File: config.mk
export PLATFORM = sky130hd
export DESIGN_NAME = logic_unit_pipe
export DESIGN_NICKNAME = d
export VERILOG_FILES = /design/src/rtl/alu_pkg.sv /design/src/rtl/logic_pipe_stage.sv /design/src/rtl/logic_unit_pipe.sv
export SDC_FILE = /design/constraint.sdc
export NUM_CORES = 1
export LEC_CHECK = 0
export ABC_CLOCK_PERIOD_IN_PS = 4600
export CAP_MARGIN = 0
export CORE_UTILIZATION = 51
export DETAILED_ROUTE_END_ITERATION = 10
export PLACE_DENSITY = 0.78
export SLEW_MARGIN = 15
export SYNTH_ARGS = -nofsm -noshare
export SYNTH_HDL_FRONTEND = slang
export SYNTH_HIERARCHICAL = 1
export SYNTH_SLANG_ARGS = --single-unit
File: constraint.sdc
create_clock -name clock -period 4.6 [get_ports clock]
set_input_delay 0.69 -clock clock [delete_from_list [all_inputs] [get_ports clock]]
set_output_delay 0.69 -clock clock [all_outputs]
set_load 0.1 [all_outputs]
File: src/rtl/alu_pkg.sv
// Shared ALU definitions: opcode encodings used by the bitwise logic unit
// and any execute-stage logic that issues operations to it.
package alu_pkg;

  localparam int unsigned ALU_OP_W = 3;

  localparam logic [ALU_OP_W-1:0] OP_AND   = 3'b000;
  localparam logic [ALU_OP_W-1:0] OP_OR    = 3'b001;
  localparam logic [ALU_OP_W-1:0] OP_XOR   = 3'b010;
  localparam logic [ALU_OP_W-1:0] OP_NOR   = 3'b011;
  localparam logic [ALU_OP_W-1:0] OP_ANDN  = 3'b100;
  localparam logic [ALU_OP_W-1:0] OP_PASSA = 3'b101;

  function automatic logic op_is_legal(input logic [ALU_OP_W-1:0] op);
    return op <= OP_PASSA;
  endfunction

endpackage

File: src/rtl/logic_pipe_stage.sv
// One pipeline slot: a valid bit plus payload, loaded from upstream when the
// stage is allowed to advance and held otherwise.
module logic_pipe_stage #(
  parameter int unsigned PAYLOAD_W = 8
) (
  input  logic                 clock,
  input  logic                 reset,
  input  logic                 i_load,
  input  logic                 i_valid,
  input  logic [PAYLOAD_W-1:0] i_data,
  output logic                 o_valid,
  output logic [PAYLOAD_W-1:0] o_data
);

  logic                 r_valid;
  logic [PAYLOAD_W-1:0] r_data;

  always_ff @(posedge clock) begin
    if (reset) begin
      r_valid <= 1'b0;
      r_data  <= '0;
    end else if (i_load) begin
      r_valid <= i_valid;
      r_data  <= i_data;
    end
  end

  assign o_valid = r_valid;
  assign o_data  = r_data;

endmodule

File: src/rtl/logic_unit_pipe.sv
// Pipelined WIDTH-bit bitwise logic unit with valid/ready flow control; each
// result travels with its zero flag, illegal-opcode flag and caller tag.
module logic_unit_pipe
  import alu_pkg::*;
#(
  parameter int unsigned WIDTH  = 32,
  parameter int unsigned STAGES = 2,
  parameter int unsigned TAG_W  = 4
) (
  input  logic                clock,
  input  logic                reset,
  input  logic                in_valid,
  output logic                in_ready,
  input  logic [ALU_OP_W-1:0] in_op,
  input  logic [WIDTH-1:0]    in_a,
  input  logic [WIDTH-1:0]    in_b,
  input  logic [TAG_W-1:0]    in_tag,
  output logic                out_valid,
  input  logic                out_ready,
  output logic [WIDTH-1:0]    out_result,
  output logic                out_zero,
  output logic                out_illegal,
  output logic [TAG_W-1:0]    out_tag
);

  localparam int unsigned PAYLOAD_W = WIDTH + 2 + TAG_W;

  logic [WIDTH-1:0] w_result;
  logic             w_illegal;
  logic             w_zero;

  always_comb begin
    w_result  = '0;
    w_illegal = 1'b0;
    case (in_op)
      OP_AND:   w_result = in_a & in_b;
      OP_OR:    w_result = in_a | in_b;
      OP_XOR:   w_result = in_a ^ in_b;
      OP_NOR:   w_result = ~(in_a | in_b);
      OP_ANDN:  w_result = in_a & ~in_b;
      OP_PASSA: w_result = in_a;
      default:  w_illegal = 1'b1;
    endcase
  end

  assign w_zero = (w_result == '0);

  logic [STAGES-1:0]    w_valid;
  logic [STAGES-1:0]    w_adv;
  logic [PAYLOAD_W-1:0] w_data [STAGES];

  // Ready ripples back from the consumer; an empty stage always advances,
  // so bubbles collapse and a full pipe still accepts when the tail retires.
  always_comb begin
    w_adv = '0;
    w_adv[STAGES-1] = !w_valid[STAGES-1] || out_ready;
    for (int k = int'(STAGES) - 2; k >= 0; k--) begin
      w_adv[k] = !w_valid[k] || w_adv[k+1];
    end
  end

  assign in_ready = w_adv[0];

  for (genvar k = 0; k < STAGES; k++) begin : g_stage
    logic                 w_up_valid;
    logic [PAYLOAD_W-1:0] w_up_data;

    if (k == 0) begin : g_head
      assign w_up_valid = in_valid;
      assign w_up_data  = {w_result, w_zero, w_illegal, in_tag};
    end else begin : g_body
      assign w_up_valid = w_valid[k-1];
      assign w_up_data  = w_data[k-1];
    end

    logic_pipe_stage #(
      .PAYLOAD_W(PAYLOAD_W)
    ) u_stage (
      .clock  (clock),
      .reset  (reset),
      .i_load (w_adv[k]),
      .i_valid(w_up_valid),
      .i_data (w_up_data),
      .o_valid(w_valid[k]),
      .o_data (w_data[k])
    );
  end

  assign out_valid = w_valid[STAGES-1];
  assign {out_result, out_zero, out_illegal, out_tag} = w_data[STAGES-1];

endmodule

==> results.txt, run 1 <==
Post-Route Utilization - 0.650
Largest net degree at the start of global routing - 79
Top-level I/O count - 115
Dominant cell by count in the synthesized netlist - mux2i_1
Overall overflow remaining after global route - 0
CTS tree - done
Synthesized-area fraction occupied by adder cells - 0.0785
Post-synthesis async set-or-reset flop share - 0
Library cell with the largest summed area after synthesis - dfxtp_1
Slew at the pin with the worst max-slew slack - 994 ps
Number of nets in the layout - 755
YS warnings - 6
Core Rows - 36
Remaining antenna violation count after routing - 0
# clock sinks - 78
Required time of the critical path - 4900 ps
Iter 0 DRT Violations - 234
Post-CTS setup repair buffer count - 0
Die boundary height - 102 um
Worst Clk Skew - 11.1 ps
Number of unique standard cell types used by synthesis - 26
Syn Area/Cell - 9.12 sq um
Final Routed Wirelength - 11800 um
Number of gates resized after CTS - 0
Simple-gate portion of the synthesized area - 0.119
Top achievable clock speed - 332 MHz
DR pass1 iterations - 5
Predominant post-synthesis flop cell - dfxtp_1
Clock latency on the worst-skew pair - 360 ps
Post-synth EDFFs - 0
Hold Fails Final Rpt - 0
Mean number of vias per cell - 5.31
Portion of the clock cycle consumed by the worst path in the final layout - 0.655
RSZ-0062 raised after global routing - no
Complex-gate fraction of the synthesized area - 0.105
X dimension of the die - 102 um
Class of the tightest hold or removal check - flop to flop
DR vias - 4172
Vias in the first global route - 3929
Xor and xnor fraction of the mapped netlist area - 0.0756
Register area share after synthesis - 0.306
Hold buffer count at cts - 0
Global placement routability congestion - 0.800
Wire length of the first global-routing pass - 19000 um
Starting Density - 0.524
Number of buffers inserted during clock tree synthesis - 9
Slew Limit Headroom - 0.335
Count of H-tree levels built during CTS - 3
Cells after synthesis - 559
Dominant combinational cell family by area after synthesis - multiplexers
Number of max-slew violations in the final report - 0
Total leakage power - 0.00312 uW
I/O Buffers - 114
Share of layout cells above drive strength 1 - 0.0551
Total Routing Usage GR - 0.234
Highest ir drop seen on vdd - 175 uV
Worst-path fanout max - 48
FF+latch count, synth - 78
DRC viols - 0
Most used standard cells in the synthesized netlist - 90 x mux2i_1, 80 x nor2_1, 78 x dfxtp_1
Post-layout total power - 1820 uW
Final setup violation count - 0
Final setup TNS - 0 ps
Crit start category - primary input
Multiplexer share of the synthesized area - 0.197
Number of nets in the synthesized netlist - 666
Core region area - 9730 sq um
Endpoint class of the critical path - flop
Register clock-pin slew on the reported worst setup and hold paths - 90 ps
Number of fillers in the final layout - 825
Initial antenna violation count - 0
Area of the die - 10400 sq um
Cell depth of the worst min-delay path - 2
Outcome - complete, no violations
Root buffer cell - clkbuf_8
Max-cap violations - 0
Maximum buffer depth of the clock tree - 2
Top cell type's share of synthesized area - 0.306
Total standard cell area after synthesis - 5100 sq um
Diode insertion count for antenna repair - 0
Min Tclk post-route - 3010 ps
Post-DR wirelength/cell - 15.1 um
Power density over the cells - 288 nW/um^2
Worst reg-to-reg path cell count - 4
Area added between synthesis and finish - 24.1%
Top post-synthesis cells by area - dfxtp_1 31%, mux2i_1 18%, ha_1 7.9%, xnor2_1 7.6%, nor2_1 5.9%
Reg2reg setup slack - 2850 ps
Data arrival at the endpoint of the critical path - 3310 ps
Worst Path Class, Setup - primary input to flop
Detail Placement HPWL - 8440 um
-- critical path: stages --
cell	delay [ps]
buf_2	740
nor2b_1	440
a22oi_1	290
o32ai_1	190
nor4_1	490
nand4_1	140
nor2_1	130
mux2i_1	80
nor2_1	110
-- flip-flops by register name, summed over array words and instances, names as in the netlist --
register                 cells
g_stage.u_stage/o_data      76
g_stage.u_stage/o_valid      2
-- cell type report --
cell class / instances / area, sq um / area share
Multi-Input combinational cell: 367 / 2930 / 0.464
Inverter: 72 / 270 / 0.0427
Clock inverter: 6 / 93.8 / 0.0148
Tap cell: 133 / 166 / 0.0263
Clock buffer: 10 / 138 / 0.0218
Sequential cell: 78 / 1560 / 0.247
Timing Repair Buffer: 120 / 1160 / 0.184
-- report_power, final --
group,total (uW),leakage [uW],internal (uW),switching [uW]
registers,734,0.000639,713,21.1
logic,496,0.00237,207,290
clock network,593,0.000113,324,269
total,1820,0.00312,1240,580
-- per-layer routing --
layer  wire (um)  part of all wire  global-route usage  vias up
li1            -                 -                   -     2074
met5           0                 0                   0        -
met1        5390              0.46               0.309     1955
met4         156             0.013              0.0604        0
met2        5640              0.48               0.388      130
met3         648             0.055              0.0479       13
-- final timing paths --
kind	endpoint	startpoint
worst max-delay path	g_stage[0].u_stage/o_data[5]$_SDFFE_PP0P_	in_op[0]
worst min-delay path	g_stage[1].u_stage/o_data[34]$_SDFFE_PP0P_	g_stage[0].u_stage/o_data[34]$_SDFFE_PP0P_
worst max register to register	g_stage[1].u_stage/o_data[13]$_SDFFE_PP0P_	g_stage[1].u_stage/o_valid$_SDFFE_PP0P_
worst min register to register	g_stage[1].u_stage/o_data[34]$_SDFFE_PP0P_	g_stage[0].u_stage/o_data[34]$_SDFFE_PP0P_
-- cells by family (layout without fill, tap and decap cells) --
logic type	after synthesis	after routing
compound gates	64	64
fa+ha+maj	32	32
flops	78	78
mux	98	98
buf+inv	114	208
simple gates	129	129
xor+xnor	44	44
-- through the flow --
| stage | hold WS [ps] | cells | worst slack [ps] | instance area [sq um] |
|---|---|---|---|---|
| finish | 495 | 786 | 1590 | 6330 |
| global route | 516 | 786 | 1440 | 6330 |
| CTS | 496 | 786 | 1620 | 6330 |
| detailed placement | 479 | 770 | 1250 | 6100 |
| global placement | 471 | 770 | 1310 | 6100 |
| floorplan | 460 | 559 | 1600 | 5100 |
-- cells in the final DEF (no fill, tap or decap), types with 3 or more instances in the layout --
| cell | n |
|---|---|
| buf_4 | 7 |
| o31ai_1 | 20 |
| a22oi_1 | 12 |
| o32a_1 | 12 |
| mux2i_1 | 90 |
| nor2b_1 | 34 |
| dfxtp_1 | 78 |
| ha_1 | 32 |
| clkdlybuf4s50_1 | 109 |
| xnor2_1 | 44 |
| mux2_2 | 5 |
| nor4_1 | 8 |
| buf_2 | 4 |
| nor2_1 | 80 |
| o32ai_1 | 12 |
| a32oi_1 | 8 |
| clkbuf_8 | 10 |
| mux2_4 | 3 |
| inv_1 | 72 |
Note: power is estimated with default switching activity, not from simulation.
==> inputs of run 2 (changes only) <==
--- a/config.mk
+++ b/config.mk
@@ -5,7 +5,7 @@
 export SDC_FILE = /design/constraint.sdc
 export NUM_CORES = 1
 export LEC_CHECK = 0
-export ABC_CLOCK_PERIOD_IN_PS = 4600
+export ABC_CLOCK_PERIOD_IN_PS = 2800
 export CAP_MARGIN = 0
 export CORE_UTILIZATION = 51
 export DETAILED_ROUTE_END_ITERATION = 10
==> constraint.sdc (replaced) <==
create_clock -name clock -period 2.8 [get_ports clock]
set_input_delay 0.42 -clock clock [delete_from_list [all_inputs] [get_ports clock]]
set_output_delay 0.42 -clock clock [all_outputs]
set_load 0.1 [all_outputs]
==> run 2 against run 1 <==
  * Utilization down 0.19 points
  * Non-clock buffer count up 11
  * Flip-flop and latch count unchanged
  * Worst setup slack worse by 1200 ps
  * Die area unchanged
  * Global-route usage up 0.51 points
  * Clock skew up 3.4 ps
  * Clock power up 43%
  * Register-to-register slack worse by 1400 ps
  * Worst hold slack better by 4.2 ps
  * Wire length up 3.1%
  * Critical path depth up 2
  * Critical path type unchanged
  * Largest power group unchanged
  * Highest routed layer unchanged
==> results.txt, run 2 (synthesized netlist as in run 1, its figures left out) <==
Worst-path fanout max - 2 (-96%)
Overall overflow remaining after global route - 0 (unchanged)
Required time of the critical path - 3110 ps (-1790 ps)
Register clock-pin slew on the reported worst setup and hold paths - 90 ps (about the same)
Sw power - 958 uW (+65%)
Placed instance area - 6120 sq um (+0.39%)
Global placement routability congestion - 0.792 (-0.93%)
Total leakage power - 0.00325 uW (+4.1%)
Max stage delay on crit path - 460 ps (-280 ps)
Class of the tightest hold or removal check - flop to flop
Endpoint class of the critical path - flop
Crit start category - primary input
Fin worst setup slack - 432 ps (-1150 ps)
RSZ-0062 raised after global routing - no
Core Rows - 36 (unchanged)
Hold worst-path end - g_stage[0].u_stage/o_data[3]$_SDFFE_PP0P_
Largest net degree at the start of global routing - 47 (-41%)
Comb power frac - 0.287 (+0.015)
Slew at the pin with the worst max-slew slack - 938 ps (-55.9 ps)
CTS tree - done
Vias in the first global route - 4084 (+3.9%)
Critical path, cell by cell - clkdlybuf4s50_1 -> inv_1 -> ha_1 -> mux2_2 -> a32oi_1 -> o31ai_1 -> nor4_1 -> nand4_1 -> nor2_1 -> mux2i_1 -> nor2_1
Starting Density - 0.524 (unchanged)
Clock latency on the worst-skew pair - 370 ps (about the same)
Top achievable clock speed - 422 MHz
Highest-delay cell along the critical path - clkdlybuf4s50_1
Layout Cell Area excl Fill - 6310 sq um (-0.30%)
I/O Buffers - 114 (unchanged)
DRC viols - 0 (unchanged)
Highest ir drop seen on vdd - 231 uV (+32%)
Placement Setup Slack - 96.1 ps (-1150 ps)
Hold Fails Final Rpt - 0 (unchanged)
Min Tclk post-route - 2370 ps
Initial antenna violation count - 0 (unchanged)
Endpoint of the lowest-slack register-to-register path - g_stage[0].u_stage/o_valid$_SDFFE_PP0P_
Area of the die - 10400 sq um (unchanged)
X dimension of the die - 102 um (unchanged)
Net switching share of the total power - 0.333 (+0.0146)
Share of layout cells above drive strength 1 - 0.131 (+0.0759)
Critical hold path startpoint - g_stage[0].u_stage/o_data[3]$_SDFFE_PP0P_
Worst Clk Skew - 14.5 ps (+3.40 ps)
Final Routed Wirelength - 12200 um (+3.1%)
Maximum buffer depth of the clock tree - 2 (unchanged)
Number of max-slew violations in the final report - 0 (unchanged)
Most common cell after layout, fill and taps aside - mux2i_1
Total Routing Usage GR - 0.239 (+0.00509)
Die boundary height - 102 um (unchanged)
Gate family responsible for the most delay along the worst path - simple AND/OR/NAND/NOR gates
Portion of the clock cycle consumed by the worst path in the final layout - 0.846
Total internal power - 1920 uW (+55%)
Hold buffer count at cts - 0 (unchanged)
DR vias - 4229 (+1.4%)
Post-DR wirelength/cell - 15.3 um (+1.7%)
Outcome - complete, no violations
Buf/Inv on CP - 2 (+1)
# clock sinks - 78 (unchanged)
Worst reg-to-reg path cell count - 4 (unchanged)
Root buffer cell - clkbuf_8
Commonest non-fill, non-tap cells in the layout - 90 x mux2i_1, 80 x nor2_1, 77 x dfxtp_1, 72 x inv_1, 70 x clkdlybuf4s50_1
Portion of total power attributed to the clock network - 0.294 (-0.031)
Mean number of vias per cell - 5.31 (about the same)
Post-Route Utilization - 0.648 (-0.00193)
Diode insertion count for antenna repair - 0 (unchanged)
Power density over the cells - 457 nW/um^2 (+59%)
Crit path top cell by count - nor2_1
Startpoint of the lowest-slack register-to-register path - g_stage[0].u_stage/o_valid$_SDFFE_PP0P_
Area added between synthesis and finish - 23.7%
Wire length of the first global-routing pass - 19200 um (+0.80%)
Share of total power in sequential cells - 0.419 (+0.016)
Post-CTS setup repair buffer count - 0 (unchanged)
Final setup TNS - 0 ps (unchanged)
Core region area - 9730 sq um (unchanged)
Worst Path Class, Setup - primary input to flop
Data arrival at the endpoint of the critical path - 2680 ps (-630 ps)
Number of nets in the layout - 766 (+1.5%)
Top-level I/O count - 115 (unchanged)
Final setup violation count - 0 (unchanged)
Largest register FFs - 76 (unchanged)
Reg2reg setup slack - 1460 ps (-1390 ps)
Slew Limit Headroom - 0.373 (+0.0381)
Iter 0 DRT Violations - 142 (-39%)
DR pass1 iterations - 4 (-1)
Detail Placement HPWL - 9060 um (+7.4%)
Max-cap violations - 0 (unchanged)
Cell depth of the worst min-delay path - 2 (unchanged)
Number of buffers inserted during clock tree synthesis - 9 (unchanged)
Number of gates resized after CTS - 0 (unchanged)
Count of H-tree levels built during CTS - 3 (unchanged)
Remaining antenna violation count after routing - 0 (unchanged)
[run 2: area by class of cell]
class	count	area (sq um)
Clock buffer	9	124
Multi-Input combinational cell	367	2930
Sequential cell	78	1560
Fill cell	851	3420
Clock inverter	7	65.1
Inverter	72	270
Timing Repair Buffer	131	1190
Tap cell	133	166
[run 2: worst max path at each step]
| stage | start | endpoint | slack [ps] | cells past startpoint |
|---|---|---|---|---|
| final | in_a[30] | g_stage[0].u_stage/o_data[5]$_SDFFE_PP0P_ | 430 | 11 |
| after global routing | in_a[30] | g_stage[0].u_stage/o_data[5]$_SDFFE_PP0P_ | 310 | 11 |
| after CTS | in_a[30] | g_stage[0].u_stage/o_data[5]$_SDFFE_PP0P_ | 470 | 11 |
| after detailed placement | in_a[30] | g_stage[0].u_stage/o_data[5]$_SDFFE_PP0P_ | 100 | 11 |
| after global placement | in_op[1] | g_stage[0].u_stage/o_data[5]$_SDFFE_PP0P_ | 110 | 11 |
| after floorplan | g_stage[1].u_stage/o_valid$_SDFFE_PP0P_ | g_stage[0].u_stage/o_data[26]$_SDFFE_PP0P_ | 270 | 6 |
[run 2: layer usage]
layer / global-route usage / routed length (um) / vias up
met5: 0 / 0 / -
met4: 0.0813 / 217 / 0
met3: 0.0465 / 572 / 19
met2: 0.405 / 6060 / 110
met1: 0.302 / 5360 / 2009
li1: - / - / 2091
[run 2: tightest hold or removal path: stages, from the launching register on]
cell	delay, ps
dfxtp_1	330
mux2i_1	60
nor2_1	70
[run 2: stage by stage]
| step | instances | hold slack (ps) | total power, uW |
|---|---|---|---|
| floorplan | 559 | 460 | 1810 |
| global placement | 781 | 472 | 2030 |
| detailed placement | 781 | 484 | 2050 |
| CTS | 797 | 501 | 2900 |
| global route | 797 | 523 | 3010 |
| finish | 797 | 499 | 2880 |
[run 2: power groups by stage]
stage	Combinational, uW	Clock (uW)	Sequential (uW)
after floorplan	417	0	1400
after global placement	799	0	1230
after detailed placement	823	0	1230
after CTS	826	864	1210
after global routing	891	903	1210
final	828	848	1210
==> inputs of run 3 (changes only) <==
--- a/config.mk
+++ b/config.mk
@@ -5,7 +5,7 @@
 export SDC_FILE = /design/constraint.sdc
 export NUM_CORES = 1
 export LEC_CHECK = 0
-export ABC_CLOCK_PERIOD_IN_PS = 2800
+export ABC_CLOCK_PERIOD_IN_PS = 2400
 export CAP_MARGIN = 0
 export CORE_UTILIZATION = 51
 export DETAILED_ROUTE_END_ITERATION = 10
==> constraint.sdc (replaced) <==
create_clock -name clock -period 2.4 [get_ports clock]
set_input_delay 0.36 -clock clock [delete_from_list [all_inputs] [get_ports clock]]
set_output_delay 0.36 -clock clock [all_outputs]
set_load 0.1 [all_outputs]
==> run 3 against run 2 <==
  * Utilization rose by 2.7 points
  * Worst hold slack got worse by 35 ps
  * Global-route usage rose by 0.65 points
  * Largest power group unchanged
  * Critical endpoint unchanged
  * Count of clock-buffer cells in the layout rose by 1
  * Wire length rose by 0.34%
  * Sequential power rose by 17%
  * Largest cell class unchanged
  * Worst setup slack got worse by 270 ps
==> results.txt, run 3 (synthesized netlist as in run 1, its figures left out) <==
Outcome - complete, no violations
Placement Setup Slack - -187 ps (-283 ps)
Register clock-pin slew on the reported worst setup and hold paths - 90 ps (about the same)
Largest net degree at the start of global routing - 52 (+11%)
Highest-delay cell along the critical path - clkdlybuf4s50_1
Global placement routability congestion - 0.869 (+9.7%)
Min Hold Slack - 464 ps (-35.1 ps)
Number of nets in the layout - 789 (+3.0%)
Hold Fails Final Rpt - 0 (unchanged)
Min Tclk post-route - 2240 ps
Clock latency on the worst-skew pair - 360 ps (about the same)
Crit path top cell by count - nor2_1
Total leakage power - 0.00340 uW (+4.6%)
Die boundary height - 102 um (unchanged)
Post-DR wirelength/cell - 14.9 um (-2.5%)
DR vias - 4310 (+1.9%)
Slew Limit Headroom - 0.386 (+0.0132)
Routed length on met3 - 623 um (+8.9%)
Power density over the cells - 527 nW/um^2 (+15%)
DRC viols - 0 (unchanged)
Share of layout cells above drive strength 1 - 0.160 (+0.0291)
Detail Placement HPWL - 9050 um (about the same)
Diode insertion count for antenna repair - 0 (unchanged)
Worst Clk Skew - 5.13 ps (-9.35 ps)
Root buffer cell - clkbuf_8
Top-level I/O count - 115 (unchanged)
X dimension of the die - 102 um (unchanged)
Remaining antenna violation count after routing - 0 (unchanged)
Core region area - 9730 sq um (unchanged)
# clock sinks - 78 (unchanged)
Portion of total power attributed to the clock network - 0.299 (+0.005)
Comb power frac - 0.295 (+0.008)
Top achievable clock speed - 447 MHz
Worst-path fanout max - 2 (unchanged)
Overall overflow remaining after global route - 0 (unchanged)
Area added between synthesis and finish - 28.9%
Data arrival at the endpoint of the critical path - 2540 ps (-140 ps)
Count of H-tree levels built during CTS - 3 (unchanged)
Critical path, cell by cell - clkdlybuf4s50_1 -> inv_1 -> ha_1 -> xnor2_1 -> a22oi_1 -> o32ai_1 -> nor4_1 -> buf_4 -> nand4_1 -> nor2_1 -> mux2i_1 -> nor2_1
Fin worst setup slack - 161 ps (-271 ps)
Iter 0 DRT Violations - 178 (+25%)
Final setup TNS - 0 ps (unchanged)
Core Rows - 36 (unchanged)
I/O Buffers - 114 (unchanged)
Slew at the pin with the worst max-slew slack - 919 ps (-19.7 ps)
Net switching share of the total power - 0.328 (-0.00503)
Required time of the critical path - 2700 ps (-410 ps)
Vias in the first global route - 4156 (+1.8%)
Number of max-slew violations in the final report - 0 (unchanged)
Total internal power - 2330 uW (+21%)
Portion of the clock cycle consumed by the worst path in the final layout - 0.933
Class of the tightest hold or removal check - primary input to flop
Number of buffers inserted during clock tree synthesis - 9 (unchanged)
Area of the die - 10400 sq um (unchanged)
Maximum buffer depth of the clock tree - 2 (unchanged)
Routed met1 length - 5440 um (+1.6%)
Post-Route Utilization - 0.676 (+0.0274)
Number of gates resized after CTS - 0 (unchanged)
Initial antenna violation count - 0 (unchanged)
Hold buffer count at cts - 0 (unchanged)
Layout Cell Area excl Fill - 6580 sq um (+4.2%)
Most common cell after layout, fill and taps aside - mux2i_1
Share of total power in sequential cells - 0.406 (-0.013)
Placed instance area - 6370 sq um (+4.1%)
Endpoint class of the critical path - flop
Max layer used - met4
Highest ir drop seen on vdd - 325 uV (+40%)
Largest register FFs - 76 (unchanged)
Crit start category - primary input
Wire length of the first global-routing pass - 19900 um (+3.8%)
Mean number of vias per cell - 5.26 (-0.94%)
DR WL met2 - 6000 um (-1.1%)
Post-CTS setup repair buffer count - 0 (unchanged)
Final Routed Wirelength - 12300 um (+0.34%)
CTS tree - done
Sw power - 1140 uW (+19%)
Total Routing Usage GR - 0.245 (+0.00651)
RSZ-0062 raised after global routing - no
Max stage delay on crit path - 470 ps (about the same)
Commonest non-fill, non-tap cells in the layout - 90 x mux2i_1, 80 x nor2_1, 77 x dfxtp_1, 72 x inv_1, 71 x buf_4
DR pass1 iterations - 4 (unchanged)
Final setup violation count - 0 (unchanged)
Worst Path Class, Setup - primary input to flop
Starting Density - 0.524 (unchanged)
Max-cap violations - 0 (unchanged)
-- run 3: cell count changes in the layout (fill, tap and decap cells not counted), sizes merged --
cell / before / now
inv: 72 / 74
clkinv: 4 / 1
clkbuf: 9 / 10
buf: 61 / 84
-- run 3: path summary, 6_finish.rpt --
kind                                        startpoint                                    endpoint  cells after the start  slack, ps
min                                              reset  g_stage[0].u_stage/o_data[20]$_SDFFE_PP0P_                      2        460
min reg2reg  g_stage[1].u_stage/o_data[3]$_SDFFE_PP0P_   g_stage[1].u_stage/o_data[3]$_SDFFE_PP0P_                      2        500
max reg2reg    g_stage[0].u_stage/o_valid$_SDFFE_PP0P_  g_stage[0].u_stage/o_data[12]$_SDFFE_PP0P_                      4        980
max                                           in_a[14]   g_stage[0].u_stage/o_data[5]$_SDFFE_PP0P_                     12        160
-- run 3: power groups by stage --
stage | Combinational (uW) | Sequential, uW | Clock, uW
after floorplan | 487 | 1630 | 0
after global placement | 992 | 1430 | 0
after detailed placement | 1020 | 1440 | 0
after CTS | 1020 | 1410 | 1060
after global routing | 1100 | 1420 | 1120
final | 1020 | 1410 | 1040
-- run 3: metrics by stage --
stage               total power, uW  instances
floorplan                      2110        559
global placement               2420        804
detailed placement             2460        804
CTS                            3500        820
global route                   3630        820
finish                         3470        820
-- run 3: layout make-up --
| type | count | area [sq um] |
|---|---|---|
| well taps | 133 | 166 |
| clock buffers | 10 | 138 |
| clock inverters | 6 | 67.6 |
| multi-input cells | 367 | 2930 |
| inverters | 72 | 270 |
| flip-flops and latches | 78 | 1570 |
| fillers | 796 | 3150 |
| repair buffers | 154 | 1430 |
-- run 3: critical path: cells and delay by family --
kind                     cells  cell delay (ps)
AO/OA/AOI/OAI                2              340
XOR/XNOR                     1              130
adder cells (fa/ha/maj)      1              200
buffers and inverters        3              720
multiplexers                 1               70
AND/OR/NAND/NOR              4              730
-- run 3: metal layers --
layer	vias up	track usage
li1	2148	-
met1	2035	0.309
met2	112	0.421
met3	15	0.0479
met4	0	0.0758
met5	-	0
